===== src/rtl/alu_seq_pkg.sv =====
// alu_seq shared definitions: op encodings and sequencer states.
// The iterative multiplier is built only when ALU_SEQ_MUL_EN is defined.
package alu_seq_pkg;

    localparam logic [2:0] ALU_PASS_B   = 3'b000;
    localparam logic [2:0] ALU_SHL      = 3'b001;
    localparam logic [2:0] ALU_ADD      = 3'b010;
    localparam logic [2:0] ALU_SUBTRACT = 3'b011;
    localparam logic [2:0] ALU_AND      = 3'b100;
    localparam logic [2:0] ALU_OR       = 3'b101;
    localparam logic [2:0] ALU_XOR      = 3'b110;
    localparam logic [2:0] ALU_MUL      = 3'b111;

    typedef enum logic {
        IDLE = 1'b0,
        MUL  = 1'b1
    } state_e;

endpackage


===== src/rtl/alu_seq_comb.sv =====
// alu_seq single-cycle datapath: next result and flags for the non-MUL ops.
// cntrl=111 falls through to PASS_B here; the sequencer owns the real multiply.
module alu_seq_comb
    import alu_seq_pkg::*;
#(
    parameter int WIDTH = 64
) (
    input  logic [WIDTH-1:0] a_i,
    input  logic [WIDTH-1:0] b_i,
    input  logic [2:0]       cntrl_i,
    output logic [WIDTH-1:0] res_o,
    output logic             ovf_o,
    output logic             cout_o
);

    localparam int SHW = $clog2(WIDTH);

    logic             sub;
    logic [WIDTH-1:0] b_eff;
    logic [WIDTH:0]   sum;
    logic             c_msb;

    // SUB shares the adder as A + ~B + 1
    assign sub   = (cntrl_i == ALU_SUBTRACT);
    assign b_eff = sub ? ~b_i : b_i;
    assign sum   = {1'b0, a_i} + {1'b0, b_eff} + {{WIDTH{1'b0}}, sub};
    assign c_msb = a_i[WIDTH-1] ^ b_eff[WIDTH-1] ^ sum[WIDTH-1];

    always_comb begin
        res_o  = b_i;
        ovf_o  = 1'b0;
        cout_o = 1'b0;
        unique case (cntrl_i)
            ALU_SHL: res_o = a_i << b_i[SHW-1:0];
            ALU_ADD, ALU_SUBTRACT: begin
                res_o  = sum[WIDTH-1:0];
                cout_o = sum[WIDTH];
                ovf_o  = c_msb ^ sum[WIDTH];
            end
            ALU_AND: res_o = a_i & b_i;
            ALU_OR:  res_o = a_i | b_i;
            ALU_XOR: res_o = a_i ^ b_i;
            default: res_o = b_i;
        endcase
    end

endmodule


===== src/rtl/alu_seq.sv =====
// alu_seq: registered-output execute ALU with valid/ready handshake.
// Define ALU_SEQ_MUL_EN to build the WIDTH-cycle shift-add multiplier.
module alu_seq
    import alu_seq_pkg::*;
#(
    parameter int WIDTH = 64
) (
    input  logic             clk,
    input  logic             reset_n,
    input  logic             in_valid,
    output logic             in_ready,
    input  logic [WIDTH-1:0] A,
    input  logic [WIDTH-1:0] B,
    input  logic [2:0]       cntrl,
    output logic             out_valid,
    input  logic             out_ready,
    output logic [WIDTH-1:0] result,
    output logic             negative,
    output logic             zero,
    output logic             overflow,
    output logic             carry_out,
    output logic             busy
);

    logic [WIDTH-1:0] alu_res;
    logic             alu_ovf;
    logic             alu_cout;

    alu_seq_comb #(.WIDTH(WIDTH)) u_comb (
        .a_i    (A),
        .b_i    (B),
        .cntrl_i(cntrl),
        .res_o  (alu_res),
        .ovf_o  (alu_ovf),
        .cout_o (alu_cout)
    );

    logic             out_valid_q, out_valid_d;
    logic [WIDTH-1:0] result_q, result_d;
    logic             ovf_q, ovf_d;
    logic             cout_q, cout_d;
    logic             accept;
    logic             consume;

    assign consume = out_valid_q && out_ready;
    assign accept  = in_valid && in_ready;

`ifdef ALU_SEQ_MUL_EN
    localparam int SHW = $clog2(WIDTH);
    localparam logic [SHW-1:0] CNT_LAST = SHW'(WIDTH - 1);

    state_e             state_q, state_d;
    logic [WIDTH-1:0]   mcand_q, mcand_d;
    logic [2*WIDTH-1:0] acc_q, acc_d;
    logic [SHW-1:0]     cnt_q, cnt_d;
    logic [WIDTH-1:0]   addend;
    logic [WIDTH:0]     part;

    assign in_ready = reset_n && (state_q == IDLE)
                      && (!out_valid_q || out_ready);
    assign busy     = (state_q == MUL);

    // Multiplier sits in the low half of acc and shifts out as product bits fill in
    assign addend = acc_q[0] ? mcand_q : '0;
    assign part   = {1'b0, acc_q[2*WIDTH-1:WIDTH]} + {1'b0, addend};
`else
    assign in_ready = reset_n && (!out_valid_q || out_ready);
    assign busy     = 1'b0;
`endif

    always_comb begin
        out_valid_d = out_valid_q;
        result_d    = result_q;
        ovf_d       = ovf_q;
        cout_d      = cout_q;
        if (consume) out_valid_d = 1'b0;
`ifdef ALU_SEQ_MUL_EN
        state_d = state_q;
        mcand_d = mcand_q;
        acc_d   = acc_q;
        cnt_d   = cnt_q;
        unique case (state_q)
            IDLE: begin
                if (accept && cntrl == ALU_MUL) begin
                    state_d = MUL;
                    mcand_d = A;
                    acc_d   = {{WIDTH{1'b0}}, B};
                    cnt_d   = '0;
                end else if (accept) begin
                    out_valid_d = 1'b1;
                    result_d    = alu_res;
                    ovf_d       = alu_ovf;
                    cout_d      = alu_cout;
                end
            end
            MUL: begin
                acc_d = {part, acc_q[WIDTH-1:1]};
                cnt_d = cnt_q + SHW'(1);
                if (cnt_q == CNT_LAST) begin
                    state_d     = IDLE;
                    out_valid_d = 1'b1;
                    result_d    = acc_d[WIDTH-1:0];
                    ovf_d       = |acc_d[2*WIDTH-1:WIDTH];
                    cout_d      = 1'b0;
                end
            end
            default: state_d = IDLE;
        endcase
`else
        if (accept) begin
            out_valid_d = 1'b1;
            result_d    = alu_res;
            ovf_d       = alu_ovf;
            cout_d      = alu_cout;
        end
`endif
    end

    always_ff @(posedge clk) begin
        if (!reset_n) begin
            out_valid_q <= 1'b0;
            result_q    <= '0;
            ovf_q       <= 1'b0;
            cout_q      <= 1'b0;
`ifdef ALU_SEQ_MUL_EN
            state_q     <= IDLE;
            mcand_q     <= '0;
            acc_q       <= '0;
            cnt_q       <= '0;
`endif
        end else begin
            out_valid_q <= out_valid_d;
            result_q    <= result_d;
            ovf_q       <= ovf_d;
            cout_q      <= cout_d;
`ifdef ALU_SEQ_MUL_EN
            state_q     <= state_d;
            mcand_q     <= mcand_d;
            acc_q       <= acc_d;
            cnt_q       <= cnt_d;
`endif
        end
    end

    assign out_valid = out_valid_q;
    assign result    = result_q;
    assign negative  = result_q[WIDTH-1];
    assign zero      = ~|result_q;
    assign overflow  = ovf_q;
    assign carry_out = cout_q;

endmodule


===== config.mk =====
export PLATFORM = sky130hd
export DESIGN_NAME = alu_seq
export DESIGN_NICKNAME = d
export VERILOG_FILES = /design/src/rtl/alu_seq_pkg.sv /design/src/rtl/alu_seq_comb.sv /design/src/rtl/alu_seq.sv
export SDC_FILE = /design/constraint.sdc
export NUM_CORES = 1
export LEC_CHECK = 0
export ABC_AREA = 1
export CAP_MARGIN = 20
export CORE_ASPECT_RATIO = 1.75
export CORE_MARGIN = 1.5
export CORE_UTILIZATION = 32
export CTS_BUF_LIST = sky130_fd_sc_hd__clkbuf_2 sky130_fd_sc_hd__clkbuf_4 sky130_fd_sc_hd__clkbuf_8
export DETAILED_ROUTE_END_ITERATION = 16
export GPL_ROUTABILITY_DRIVEN = 0
export MAX_ROUTING_LAYER = met4
export PLACE_DENSITY = 0.47
export SYNTH_ARGS = -nofsm -noshare
export SYNTH_HDL_FRONTEND = slang
export SYNTH_SLANG_ARGS = --single-unit

===== constraint.sdc =====
create_clock -name clk -period 11.7 [get_ports clk]
set_input_delay 3.51 -clock clk [delete_from_list [all_inputs] [get_ports clk]]
set_output_delay 3.51 -clock clk [all_outputs]
set_load 0.03 [all_outputs]

==> impl_metrics.csv, run 1 <==
group,metric,value,unit
synthesis,yosys.area_share.simple,0.416,
global_routing,grt_antenna_before_repair,2,
synthesis,synth_xor_area_frac,0.0351,
synthesis,synth_top_family_by_area,"simple AND/OR/NAND/NOR gates",
timing,holdWs,0.480,ns
global_routing,grt_max_degree,72,
timing,post-route-min-period,9.08,ns
final_layout,fillers,5714,
timing,slew_headroom,0.324,
drt,first_pass_iters,8,
timing,post-route-period-util,0.776,
global_routing,grt_pass1_wl,130000,um
worst_setup_path,cp_top_family,"buffers and inverters",
floorplan,io_pins,206,
final_layout,regArea,1340,um2
power_and_ir_drop,vdd_ir_drop_max,0.0574,mV
placement,placed_area,18400,um2
clock_network,post_cts_buffers,0,
synthesis,synth_compound_gate_area_share,0.190,
timing,slew_viol_final,0,
synthesis,synth-seq-cells,67,
drt,vias,20800,
final_layout,area_growth,17.0,%
clock_network,cts_buffer_depth,2,
synthesis,syn_area,16000,um2
clock_network,clockRootBuffer,"clkbuf_8",
power_and_ir_drop,leakagePower,8.80,nW
clock_network,cts_sinks,67,
synthesis,synth_cells,2897,
worst_setup_path,end_kind,"output pin",
min_path,hp-class,"flop to flop",
timing,setup_viol_count_final,0,
floorplan,core_area,49500,um2
placement,place_inst,3645,
global_routing,grt_use_total,0.358,
final_layout,design_area,18700,um2
timing,fin_skew,0.0105,ns
drt,drt-total-wl,89800,um
worst_setup_path,cp.arrival,5.57,ns
floorplan,die_area,51300,um2
drt,drc,0,
synthesis,syn_nets,3234,
worst_setup_path,r2r_setup_slack,9.01,ns
floorplan,std_cell_rows,108,
worst_setup_path,worstPathCellList,"buf_2, buf_4, inv_2, a21oi_1, clkdlybuf4s50_1",
timing,rsz0062_at_grt,"no",
timing,setup_tns,0,ns
synthesis,ys.flop_type,"dfxtp_1",
synthesis,ys_warn_count,0,
worst_setup_path,timing_worst_setup_path_type,"input port to output pin",
worst_setup_path,critPathLaunchType,"input port",
synthesis,ys_types,49,
placement,portBuffers,204,
worst_setup_path,slowest_stage,"clkdlybuf4s50_1",
synthesis,async_flop_share,0,
power_and_ir_drop,pwr_density_cell,79.6,nW/um2
timing,tightest_slew,1.00,ns
run_status,status,"finished clean",
floorplan,fp.dieH,299,um
final_layout,finalNonFillerCells,3665,
synthesis,synth-edff-count,0,
worst_setup_path,worstPathRequired,8.19,ns
worst_setup_path,crit_buf_inv,4,
synthesis,ys_seq_area_frac,0.0840,
global_routing,overflow,0,
synthesis,synth_adder_area_share,0.159,
clock_network,postCtsHoldBufs,0,
synthesis,avgSynthCellArea,5.51,um2
clock_network,clock_latency,0.40,ns
synthesis,muxShareOfSynthArea,0,
final_layout,multiInputGateArea,12800,um2
drt,via_per_inst,5.68,
clock_network,cts_buffers,9,
worst_setup_path,critPathMaxStageDelay,0.74,ns
timing,clock.fmax,110,MHz
floorplan,start_util,0.323,
job,cap_violations,0,
timing,finalHoldViolCount,0,
final_layout,final_nets,3335,
floorplan,die_width,172,um
clock_network,path_clk_slew,0.09,ns
placement,hpwl,73700,um
final_layout,layout-drive-gt1-share,0.0250,
clock_network,cts-htree-levels,3,
drt,antenna_left,0,
drt,post_drt_wl_per_cell,24.5,um
clock_network,cts_tree,"done",
global_routing,grt_pass1_vias,20300,
drt,dr.first_iter.drc_count,2154,
worst_setup_path,critPathMaxFanout,52,
clock_network,cts_resized,0,
## state kept, by name (all words and copies together) (netlist names)
signal	count
out_valid	1
result	64
overflow	1
carry_out	1
## cells in the final DEF, fill, tap and decap left out, types with 3 or more instances in the layout
cell	instances
nand2_2	9
dfxtp_1	67
clkdlybuf4s50_1	198
o21ai_0	216
inv_2	4
a21oi_1	181
o211ai_1	21
a211oi_1	4
o21a_1	7
o31ai_1	3
a21boi_1	7
nand3_1	396
nor2_4	3
bufinv_16	3
xor2_1	63
a21o_1	5
or2_2	8
inv_1	322
clkbuf_8	10
nor2_1	279
o21bai_1	12
o21ai_1	6
buf_2	5
a221oi_1	33
nand2_1	774
a21boi_0	15
o2111ai_1	8
nor4_1	22
nor3_1	23
ha_1	201
nand4_1	31
buf_4	24
nand3b_1	10
a31oi_1	5
## cell type report
type,count,area share
timing repair buffer,229,0.119
multi-input combinational,2363,0.686
antenna,2,0.000268
inverter,328,0.0659
clock buffer,12,0.00817
sequential,67,0.0718
clock inverter,4,0.00522
tap,660,0.0442
## worst min-delay path: cells and delay by family, from the launching register on
| family | cells | cell delay [ns] |
|---|---|---|
| DFF | 1 | 0.33 |
| and+or+nand+nor | 1 | 0.06 |
| AOI/OAI and AO/OA | 1 | 0.05 |
## metrics by stage
step                utilization  setup WS (ns)  power, mW
floorplan                     -           3.95      0.832
global placement          0.372           2.63       1.20
detailed placement        0.372           2.60       1.21
CTS                       0.377           2.59       1.47
global route              0.378           2.48       1.58
finish                    0.378           2.62       1.49
## per-layer routing
layer,up-vias,GRT usage,share of wire
li1,9818,-,-
met1,9824,0.408,0.38
met2,928,0.599,0.48
met3,233,0.0253,0.060
met4,0,0.232,0.078
met5,-,-,0
## cells by family (layout without fill, tap and decap cells)
| kind of cell | after synthesis | count (layout) |
|---|---|---|
| buf+inv | 467 | 573 |
| fa+ha+maj | 202 | 202 |
| simple gates | 1566 | 1566 |
| flops | 67 | 67 |
| compound gates | 530 | 530 |
| other cells | 1 | 3 |
| xor+xnor | 64 | 64 |
## cells in the mapped netlist (24+ instances only)
cell type / instances / share of area
nand4_1: 31 / 0.012
buf_2: 36 / 0.011
ha_1: 201 / 0.16
nor2_1: 282 / 0.066
clkbuf_1: 70 / 0.016
buf_1: 24 / 0.0056
a221oi_1: 33 / 0.018
nand2_1: 777 / 0.18
o21ai_0: 216 / 0.068
inv_1: 323 / 0.076
dfxtp_1: 67 / 0.084
a21oi_1: 181 / 0.057
nand3_1: 396 / 0.12
xor2_1: 63 / 0.035
## path summary, 6_finish.rpt
check / startpoint / to / depth (start not counted)
hold reg to reg: result[14] / result[14] / 2
setup reg to reg: out_valid / result[4] / 7
hold / removal: result[14] / result[14] / 2
setup / recovery: reset_n / in_ready / 5
## power breakdown
group	switching (mW)	internal, mW	total [mW]
clock network	0.108	0.152	0.261
registers	0.0252	0.251	0.277
logic	0.650	0.301	0.951
No activity file was read; power rests on OpenSTA's default activity.
==> run 2, diff against run 1 <==
Settings changed: PLACE_DENSITY 0.47 to 0.49.
Clock period 11.7 ns to 7.85 ns, I/O delays scaled along.
==> run 2 against run 1 <==
Critical path depth is 13 higher. Setup slack got worse by 1.1 ns. Count of clock-buffer cells in the layout shrank 1. First-iteration DRC count rose by 5.4%. Total power is 47% higher. Clock power rose by 30%. Via count is 1.6% higher. Final area down 0.13%. Register-to-register slack got worse by 4.0 ns. Flip-flop and latch count is the same. Combinational power rose by 50%. Worst hold slack worse by 0.0092 ns.
==> impl_metrics.csv, run 2 (same netlist as run 1, synthesis figures left out) <==
group,metric,value,unit
run_status,status,"finished clean",
job,cap_violations,0,
worst_setup_path,slowest_stage,"clkdlybuf4s50_1",
drt,vias,21100,
timing,fin_skew,0.0182,ns
placement,hpwl,75100,um
drt,drc,0,
clock_network,cts_buffers,9,
global_routing,overflow,0,
power_and_ir_drop,vdd_ir_drop_max,0.0741,mV
power_and_ir_drop,p_comb_frac,0.653,
power_and_ir_drop,p_sw_frac,0.548,
power_and_ir_drop,power.switching,1.20,mW
drt,post_drt_wl_per_cell,25.1,um
clock_network,postCtsHoldBufs,0,
global_routing,grt_antenna_before_repair,1,
timing,slew_headroom,0.198,
final_layout,design_area,18700,um2
placement,placed_area,18400,um2
clock_network,cts_tree,"done",
floorplan,fp.dieH,299,um
final_layout,layout_common_cells,"nand2_1, nand3_1, inv_1",
drt,via_per_inst,5.76,
worst_setup_path,worstPathCellList,"clkdlybuf4s50_1, nand2_2, nor2_8, buf_12, buf_4, xor2_1, ha_1, nand2_1, nor2_1, inv_1, nor2_1, inv_1, nor3_1, nand3_1, a21oi_1, nor2_1, nor2_1, nor2_1",
final_layout,final_nets,3339,
final_layout,largest_register_ff_count,64,
floorplan,std_cell_rows,108,
global_routing,grt_pass1_wl,133000,um
timing,setup_tns,0,ns
timing,post-route-period-util,0.809,
timing,post-route-min-period,6.35,ns
clock_network,clockRootBuffer,"clkbuf_8",
power_and_ir_drop,internal_power,0.988,mW
worst_setup_path,critPathMaxStageDelay,0.59,ns
worst_setup_path,crit_top_cell,"nor2_1",
final_layout,fillers,5690,
final_layout,final_common_cell,"nand2_1",
worst_setup_path,cp.arrival,6.66,ns
final_layout,utilization,0.377,
placement,post-place-ws,1.28,ns
global_routing,grt_max_degree,89,
worst_setup_path,r2r_setup_slack,5.02,ns
timing,slew_viol_final,0,
drt,dr.first_iter.drc_count,2270,
timing,tightest_slew,1.19,ns
clock_network,path_clk_slew,0.08,ns
placement,portBuffers,204,
global_routing,grt_pass1_vias,20400,
floorplan,io_pins,206,
timing,rsz0062_at_grt,"no",
final_layout,layout-drive-gt1-share,0.0263,
drt,first_pass_iters,7,
power_and_ir_drop,p_seq_frac,0.192,
timing,timing.final.ws_setup,1.50,ns
worst_setup_path,end_kind,"flop",
worst_setup_path,worstPathRequired,8.16,ns
clock_network,clock_latency,0.43,ns
floorplan,die_area,51300,um2
final_layout,regArea,1340,um2
min_path,hp-class,"flop to flop",
clock_network,cts_buffer_depth,2,
floorplan,start_util,0.323,
clock_network,cts-htree-levels,3,
floorplan,die_width,172,um
final_layout,area_growth,16.9,%
global_routing,grt_use_total,0.367,
timing,clock.fmax,157,MHz
final_layout,multiInputGateArea,12800,um2
worst_setup_path,critPathLaunchType,"input port",
power_and_ir_drop,clkPwrFrac,0.155,
drt,antenna_left,0,
floorplan,core_area,49500,um2
clock_network,post_cts_buffers,0,
worst_setup_path,critPathMaxFanout,26,
power_and_ir_drop,pwr_density_cell,117,nW/um2
drt,drt-total-wl,92200,um
clock_network,cts_resized,0,
power_and_ir_drop,leakagePower,8.79,nW
clock_network,cts_sinks,67,
worst_setup_path,timing_worst_setup_path_type,"input port to flop",
timing,finalHoldViolCount,0,
timing,setup_viol_count_final,0,
[run 2: power groups by stage]
stage                     combinational, mW  clock [mW]  sequential (mW)
after floorplan                       0.767           0            0.473
after global placement                 1.38           0            0.427
after detailed placement               1.38           0            0.428
after CTS                              1.39       0.344            0.420
after global routing                   1.54       0.353            0.423
final                                  1.43       0.339            0.420
[run 2: final cells by class]
class	count	area share
Tap cell	660	0.0443
Antenna cell	1	0.000134
Clock buffer	11	0.00811
Sequential cell	67	0.0719
Clock inverter	5	0.00315
Inverter	328	0.0660
Timing Repair Buffer	233	0.120
Multi-Input combinational cell	2363	0.686
[run 2: routing by layer]
metal / vias up / track usage / share of wire
li1: 9832 / - / -
met1: 9960 / 0.414 / 0.38
met2: 1073 / 0.598 / 0.47
met3: 273 / 0.0323 / 0.066
met4: 0 / 0.273 / 0.091
met5: - / - / 0
[run 2: worst paths after layout]
check                                   to      start  cells past startpoint
worst max register to register  result[22]  out_valid                      7
worst min-delay path             carry_out  carry_out                      2
worst max-delay path            result[56]   cntrl[1]                     18
worst min register to register   carry_out  carry_out                      2
[run 2: worst max-delay path, delay by kind of cell]
family,cells,cell delay (ns)
AO/OA/AOI/OAI,1,0.25
XOR/XNOR,1,0.10
adder cells (fa/ha/maj),1,0.42
buffers and inverters,5,1.33
AND/OR/NAND/NOR,10,2.10
[run 2: per-stage QoR]
step	std cells	hold WS, ns	total power, mW
final	3668	0.471	2.19
after global routing	3668	0.510	2.31
after CTS	3667	0.478	2.15
after detailed placement	3651	0.465	1.81
after global placement	3651	0.462	1.81
after floorplan	2897	0.593	1.24
